**config.mk**
```make
export PLATFORM = sky130hd
export DESIGN_NAME = pipe_stage_elastic
export DESIGN_NICKNAME = d
export VERILOG_FILES = /design/src/rtl/cpu_pipe_pkg.sv /design/src/rtl/pipe_data_reg.sv /design/src/rtl/pipe_stage_elastic.sv
export SDC_FILE = /design/constraint.sdc
export NUM_CORES = 1
export LEC_CHECK = 0
export CORE_ASPECT_RATIO = 1.1
export CORE_MARGIN = 4
export CORE_UTILIZATION = 45
export DETAILED_ROUTE_END_ITERATION = 10
export PLACE_DENSITY = 0.74
export SETUP_SLACK_MARGIN = 0.02
export SLEW_MARGIN = 20
export SYNTH_ARGS = -nofsm -noshare
export SYNTH_HDL_FRONTEND = slang
export SYNTH_SLANG_ARGS = --single-unit
```
**constraint.sdc**
```tcl
create_clock -name clk -period 2.6 [get_ports clk]
set_clock_uncertainty 0.1 [all_clocks]
set_input_delay 0.26 -clock clk [delete_from_list [all_inputs] [get_ports clk]]
set_output_delay 0.26 -clock clk [all_outputs]
set_load 0.005 [all_outputs]
```
**src/rtl/cpu_pipe_pkg.sv**
```systemverilog
// rtl/cpu_pipe_pkg.sv - shared state encoding and stage payload widths for the CPU pipeline registers
package cpu_pipe_pkg;

    // Occupancy of an elastic stage; the encoding doubles as the entry count
    typedef enum logic [1:0] {
        ST_EMPTY = 2'd0,
        ST_ONE   = 2'd1,
        ST_TWO   = 2'd2
    } pipe_state_e;

    // Payload widths of the inter-stage registers, kept here so every instance agrees
    localparam int ID_EX_WIDTH  = 154;
    localparam int EX_MEM_WIDTH = 72;
    localparam int MEM_WB_WIDTH = 71;

endpackage

```
**src/rtl/pipe_data_reg.sv**
```systemverilog
// rtl/pipe_data_reg.sv - payload register with async reset and sync clear/load
module pipe_data_reg #(
    parameter int               WIDTH     = 32,
    parameter logic [WIDTH-1:0] RESET_VAL = '0
) (
    input  logic             clk_i,
    input  logic             rst_i,
    input  logic             clr_i,
    input  logic             load_i,
    input  logic [WIDTH-1:0] d_i,
    output logic [WIDTH-1:0] q_o
);

    logic [WIDTH-1:0] data_q;

    // Clear wins over load so a squash never lets a payload slip in
    always_ff @(posedge clk_i or posedge rst_i) begin
        if (rst_i) begin
            data_q <= RESET_VAL;
        end else if (clr_i) begin
            data_q <= RESET_VAL;
        end else if (load_i) begin
            data_q <= d_i;
        end
    end

    assign q_o = data_q;

endmodule

```
**src/rtl/pipe_stage_elastic.sv**
```systemverilog
// rtl/pipe_stage_elastic.sv - elastic valid/ready pipeline stage with flush and optional skid entry
module pipe_stage_elastic
    import cpu_pipe_pkg::*;
#(
    parameter int               WIDTH     = 32,
    parameter int               SKID      = 1,
    parameter logic [WIDTH-1:0] RESET_VAL = '0
) (
    input  logic             clk,
    input  logic             reset,
    input  logic             flush,
    input  logic             in_valid,
    output logic             in_ready,
    input  logic [WIDTH-1:0] in_data,
    output logic             out_valid,
    input  logic             out_ready,
    output logic [WIDTH-1:0] out_data,
    output logic [1:0]       occupancy
);

    generate
        if (WIDTH < 1 || (SKID != 0 && SKID != 1)) begin : g_bad_param
            $error("pipe_stage_elastic: WIDTH must be >= 1 and SKID must be 0 or 1");
        end
    endgenerate

    pipe_state_e      state_q;
    logic             in_ready_q;
    logic             in_xfer;
    logic             out_xfer;
    logic             main_load;
    logic             main_from_skid;
    logic             skid_load;
    logic [WIDTH-1:0] main_d;
    logic [WIDTH-1:0] main_q;
    logic [WIDTH-1:0] skid_q;

    // in_ready_q also acts as an "out of reset" flag, so the non-skid form stays low during reset
    assign in_ready  = (SKID != 0) ? in_ready_q : (in_ready_q & (out_ready | ~out_valid));
    assign out_valid = (state_q != ST_EMPTY);
    assign occupancy = state_q;
    assign out_data  = main_q;
    assign in_xfer   = in_valid & in_ready;
    assign out_xfer  = out_valid & out_ready;
    assign main_d    = main_from_skid ? skid_q : in_data;

    // Decide which entry captures data this cycle from the current occupancy and handshakes
    always_comb begin
        main_load      = 1'b0;
        main_from_skid = 1'b0;
        skid_load      = 1'b0;
        case (state_q)
            ST_EMPTY: main_load = in_xfer;
            ST_ONE: begin
                if (in_xfer) begin
                    if (out_xfer || SKID == 0) begin
                        main_load = 1'b1;
                    end else begin
                        skid_load = 1'b1;
                    end
                end
            end
            ST_TWO: begin
                if (out_xfer) begin
                    main_load      = 1'b1;
                    main_from_skid = 1'b1;
                end
            end
            default: ;
        endcase
    end

    // Occupancy FSM; in_ready_q is registered so out_ready never reaches upstream combinationally
    always_ff @(posedge clk or posedge reset) begin
        if (reset) begin
            state_q    <= ST_EMPTY;
            in_ready_q <= 1'b0;
        end else if (flush) begin
            state_q    <= ST_EMPTY;
            in_ready_q <= 1'b1;
        end else begin
            in_ready_q <= 1'b1;
            case (state_q)
                ST_EMPTY: begin
                    if (in_xfer) state_q <= ST_ONE;
                end
                ST_ONE: begin
                    if (in_xfer && !out_xfer && SKID != 0) begin
                        state_q    <= ST_TWO;
                        in_ready_q <= 1'b0;
                    end else if (!in_xfer && out_xfer) begin
                        state_q <= ST_EMPTY;
                    end
                end
                ST_TWO: begin
                    if (out_xfer) begin
                        state_q <= ST_ONE;
                    end else begin
                        in_ready_q <= 1'b0;
                    end
                end
                default: state_q <= ST_EMPTY;
            endcase
        end
    end

    pipe_data_reg #(
        .WIDTH     (WIDTH),
        .RESET_VAL (RESET_VAL)
    ) u_main_reg (
        .clk_i  (clk),
        .rst_i  (reset),
        .clr_i  (flush),
        .load_i (main_load),
        .d_i    (main_d),
        .q_o    (main_q)
    );

    pipe_data_reg #(
        .WIDTH     (WIDTH),
        .RESET_VAL (RESET_VAL)
    ) u_skid_reg (
        .clk_i  (clk),
        .rst_i  (reset),
        .clr_i  (flush),
        .load_i (skid_load),
        .d_i    (in_data),
        .q_o    (skid_q)
    );

endmodule

```
======== Word level (Yosys, flattened, before mapping) ========
Index checks and enable logic that the tools add are counted.
storage, ports and cells
  bits in registers ....................... 67
  bits in latches ......................... 0
  bits in writable memories ............... 0
  ROM bits ................................ 0
  input bits .............................. 37
  output and inout bits ................... 36
  memories ................................ 0
operators by class
  add/sub/neg operators ................... 0
  multiply operators ...................... 0
  div/mod/pow operators ................... 0
  order comparisons ....................... 0
  eq/ne operators ......................... 5
  shift operators ......................... 0
  multiplexer cells ....................... 21
  bitwise gates (word level) .............. 2
  reduce and logical (&&, ||, !) cells .... 9
operator list
  operator                                       count
  two-way mux 32 bit                             5
  two-way mux 2 bit                              5
  two-way mux 1 bit                              8
  inequality test 3 bit, second input constant   2
  case mux 2 bit (3 select lines)                1
  nonzero test 2 bit                             3
  inequality test 4 bit, second input constant   1
  case mux 1 bit (3 select lines)                1
  AND reduction 3 bit                            1
  bitwise AND 1 bit                              2
  == test 2 x 1 -> 1 bit, second input constant  1
  == test 2 bit, second input constant           1
  logical AND 1 bit                              2
  zero test 1 bit                                2
  zero test 2 bit                                1
  case mux 1 bit (2 select lines)                1

======== Logic depth before layout (Yosys ltp) ========
  word-level depth ........................ 7
  gate-level depth with buffers ........... 8

======== Modules after synthesis ========
From an unflattened synthesis, not the netlist that was laid out.
second synthesis, totals
  cells, all modules ...................... 285
  area total of the unflattened synthesis .. 3514.6 um^2
modules (own cells, without submodules)
  module              instances  cells each  area each (um^2)
  pipe_data_reg       2          104         1327.5
  pipe_stage_elastic  1          77          859.6

======== Least setup slack after synthesis ========
OpenSTA, ideal clock, no wires.
  path kind ............................... register -> register
  from .................................... reg state_q[0] (netlist: occupancy[0])
  to ...................................... reg state_q[0] (netlist: occupancy[0])
  setup time .............................. 0.095 ns
  arrival time ............................ 1.649 ns
  required time ........................... 2.405 ns
  setup slack ............................. 0.756 ns
  cell stages (with the launch flop) ...... 8
  cells stage by stage .................... dfrtp_1 inv_1 ha_1 buf_2 and3b_1 o22ai_1 or4_1 o31ai_1
between the ends
  word-level cells in the longest chain between the ends .. 7
  elaborated cells between the ends (all ways) .. 15
  classes of those cells .................. 5 x eq/ne; 3 x mux; 1 x bitwise; 6 x reduce/logical
ends and longest elaborated chain
  element                          RTL line                  text
  start, declared                  pipe_stage_elastic.sv:27  pipe_state_e state_q;
  start signal, assigned           pipe_stage_elastic.sv:76  state_q <= ST_EMPTY;
  start signal, assigned           pipe_stage_elastic.sv:79  state_q <= ST_EMPTY;
  start signal, assigned           pipe_stage_elastic.sv:85  if (in_xfer) state_q <= ST_ONE;
  nonzero test 2 bit               pipe_stage_elastic.sv:40  assign out_valid = (state_q != ST_EMPTY);
  bitwise AND 1 bit                pipe_stage_elastic.sv:44  assign out_xfer = out_valid & out_ready;
  zero test 1 bit                  pipe_stage_elastic.sv:88  if (in_xfer && !out_xfer && SKID != 0) begin
  logical AND 1 bit                pipe_stage_elastic.sv:88
  two-way mux 2 bit                pipe_stage_elastic.sv:88
  case mux 2 bit (3 select lines)  pipe_stage_elastic.sv:83  case (state_q)
  two-way mux 2 bit                pipe_stage_elastic.sv:78  end else if (flush) begin
Parallel ways exist; a longest one is shown, timed or not.
A chain may end at the register's enable or synchronous reset.

======== Worst setup path in the final report ========
  from .................................... reg state_q[0] (netlist: occupancy[0])
  to ...................................... reg u_main_reg.data_q[2] (netlist: u_main_reg.q_o[2])
between the ends
  word-level cells in the longest chain between the ends .. 7
  elaborated cells between the ends (all ways) .. 13
  classes of those cells .................. 2 x eq/ne; 7 x mux; 1 x bitwise; 3 x reduce/logical
ends and longest elaborated chain
  element               RTL line                                            text
  nonzero test 2 bit    pipe_stage_elastic.sv:40
  bitwise AND 1 bit     pipe_stage_elastic.sv:44
  two-way mux 1 bit     pipe_stage_elastic.sv:56, pipe_stage_elastic.sv:64
  two-way mux 1 bit     pipe_stage_elastic.sv:52                            case (state_q)
  two-way mux 32 bit    pipe_stage_elastic.sv:45                            assign main_d = main_from_skid ? skid_q : in_data;
  two-way mux 32 bit    pipe_data_reg.sv:22                                 end else if (load_i) begin
  two-way mux 32 bit    pipe_data_reg.sv:20                                 end else if (clr_i) begin
  end signal, assigned  pipe_data_reg.sv:23                                 data_q <= d_i;
  end, declared         pipe_data_reg.sv:14                                 logic [WIDTH-1:0] data_q;
Parallel ways exist; a longest one is shown, timed or not. The select of a mux whose other input is x is not followed.

==> run_results.csv <==
group,metric,value,unit
placed_design,numPortBuffers,72,
worst_setup_path,crit_path_start_kind,"flop",
power,power,0.003449,W
routing,totalWireLength,7216,um
logic_synthesis,synth_warnings,0,
clock_network,post_cts_buffers,0,
logic_synthesis,synth_edf_count,0,
logic_synthesis,synth_xor_area_frac,0,
timing,worst_pin_slew,0.7059,ns
logic_synthesis,synthSimpleGateAreaFrac,0.1687,
global_route,track_usage,0.1948,
timing,rsz0062_at_grt,"false",
timing,slew_headroom,0.5287,
global_route,overflow,0,
finish,nFillCells,576,
timing,hold_slack,0.2584,ns
clock_network,worstSkewPairLatency,0.33,ns
logic_synthesis,yosys.cell_count.top_type,"dfrtp_1",
worst_setup_path,rr_startpoint,"occupancy[0]",
floorplan,coreArea,0.006555,mm2
global_route,antenna_found_initial,0,
placed_design,place_congestion,0.9172,
power,power.density,854.4,mW/mm2
logic_synthesis,synth_common_cells,"dfrtp_1, nor2_1, nand2_1",
logic_synthesis,syn-instance-count,288,
routing,detail_route.iter0.violations,167,
worst_setup_path,r2r_end,"u_main_reg.q_o[2]",
finish,syn2layout_area_growth,33.09,%
timing,fmax,462.0,MHz
logic_synthesis,syn_avg_cell_area,10.53,um2
clock_network,cts_root_buffer,"clkbuf_8",
timing,fin_ws,0.4355,ns
routing,vias,2523,
logic_synthesis,syn-num-nets,329,
job,drv_cap,0,
finish,drive_above_1_share,0.1028,
routing,drc,0,
placed_design,post-dp-hpwl,4741,um
clock_network,cts_sinks,67,
logic_synthesis,yosysSeqAreaShare,0.5528,
floorplan,die_h,94.11,um
finish,nNetsFinal,398,
routing,wl_per_cell,16.33,um
floorplan,dieArea,0.008119,mm2
floorplan,core.rowCount,31,
logic_synthesis,synth-compound-area-share,0.2030,
timing,slew_violations,0,
timing,setup_tns,0,ns
finish,n_antenna_cell,0,
worst_setup_path,cp_max_fo,42,
floorplan,die_w,86.28,um
logic_synthesis,synth_top_family_by_area,"compound AO/OA/AOI/OAI gates",
worst_setup_path,reg2reg_depth,8,
clock_network,path_clk_slew,0.07,ns
worst_setup_path,arrival,2.29,ns
clock_network,ctsResizeCount,0,
routing,final_antenna_net_count,0,
timing,min_period,2.165,ns
placed_design,pre_cts_ws,0.1262,ns
min_path,hold_class,"primary input to async pin",
clock_network,htreeDepth,3,
clock_network,cts_buffer_depth,2,
worst_setup_path,cp-end-kind,"flop",
global_route,grt_max_degree,43,
logic_synthesis,async_flop_share,1.000,
logic_synthesis,synth_top_cell_area_share,0.5528,
logic_synthesis,synthAdderAreaFrac,0.01650,
logic_synthesis,netlist_top_cells_area,"dfrtp_1, a22o_1, a311oi_1",
floorplan,ios,73,
worst_setup_path,cp.required,2.73,ns
power,p_leak,1.784,nW
clock_network,cts_buffers,9,
routing,viasPerCell,5.708,
worst_setup_path,crit_path_start,"occupancy[0]",
logic_synthesis,syn_area,0.003033,mm2
logic_synthesis,yosys.cell_types.count,27,
routing,first_pass_iters,4,
logic_synthesis,post_synth_mux_area_share,0.003713,
worst_setup_path,worstSetupPathType,"flop to flop",
clock_network,cts_tree,"built",
floorplan,initial_core_util,0.4627,
clock_network,hold_buffers,0,
timing,fin_crit_sh,0.8325,
timing,hold_violations,0,
global_route,grt_pass1_wl,12410,um
logic_synthesis,synth_ff_type,"dfrtp_1",
logic_synthesis,ys_seq_elements,67,
power,ir_drop,0.4849,mV
worst_setup_path,ff2ff_setup_slack,0.44,ns
global_route,grt_pass1_vias,2518,
timing,setup_violations,0,
outcome,outcome,"completed",
logic_synthesis,yosysTopAreaCell,"dfrtp_1",
registers in the layout, indices dropped and copies added (netlist names):
register / cells
occupancy: 2
in_ready: 1
u_skid_reg.q_o: 32
u_main_reg.q_o: 32
cell families (layout without fill, tap and decap cells):
kind of cell,after synthesis,count (layout)
AND/OR/NAND/NOR,113,113
AO/OA/AOI/OAI,70,70
flip-flops,67,67
buffers and inverters,33,105
adder cells (fa/ha/maj),4,4
multiplexers,1,1
per-stage QoR:
| step | utilization | cells | area [um2] |
|---|---|---|---|
| 3_5_place_dp | 0.5866 | 428 | 3845 |
| 5_1_grt | 0.6158 | 442 | 4036 |
| 3_3_place_gp | 0.5866 | 428 | 3845 |
| 6_report | 0.6158 | 442 | 4036 |
| 4_1_cts | 0.6150 | 442 | 4031 |
| 2_1_floorplan | - | 288 | 3033 |
per-layer routing:
layer  share of wire  vias up  global-route usage
met5               0        -                   0
met2            0.47       89              0.3008
met3           0.061        8             0.04386
met1            0.45     1227              0.2726
li1                -     1199                   -
met4           0.012        0             0.06234
cells in the final DEF (no fill, tap or decap), types with 2 or more instances in the layout:
cell type	Yosys	final
clkdlybuf4s50_1	0	71
nand2b_1	2	2
a22o_1	32	32
clkbuf_8	0	13
nor2_1	36	35
buf_4	0	12
nand3_1	32	32
a311oi_1	32	32
ha_1	4	4
dfrtp_1	67	67
nand4b_1	2	2
inv_1	5	4
nor2b_4	0	2
nand2_1	33	33
buf_12	0	2
final cells by class:
class / count / area (um2) / area share
tap: 82 / 102.6 / 0.02542
multi-input combinational: 188 / 1206 / 0.2988
sequential: 67 / 1677 / 0.4154
timing repair buffer: 86 / 845.8 / 0.2095
inverter: 5 / 18.77 / 0.004650
clock inverter: 1 / 7.507 / 0.001860
clock buffer: 13 / 178.9 / 0.04433
power breakdown:
group | switching [W] | leakage, nW | internal [W]
logic | 0.000579 | 0.793 | 0.000644
registers | 0.000143 | 0.898 | 0.00128
clock network | 0.000362 | 0.0936 | 0.000440
total | 0.00108 | 1.78 | 0.00236
worst max path at each step:
stage / to / slack, ns / depth (start not counted)
detailed placement: u_skid_reg.q_o[31] / 0.13 / 7
finish: u_main_reg.q_o[2] / 0.44 / 8
CTS: u_skid_reg.q_o[7] / 0.11 / 7
floorplan: in_ready / 0.56 / 1
global route: u_main_reg.q_o[2] / 0.18 / 8
global placement: u_skid_reg.q_o[0] / 0.21 / 6
critical path, stage by stage (launching register included):
cell,delay [ns]
dfrtp_1,0.39
inv_1,0.09
ha_1,0.22
buf_4,0.16
nand4bb_1,0.22
o211ai_4,0.11
buf_4,0.40
nor2_1,0.08
a311oi_1,0.29
No activity file was read; power rests on OpenSTA's default activity.
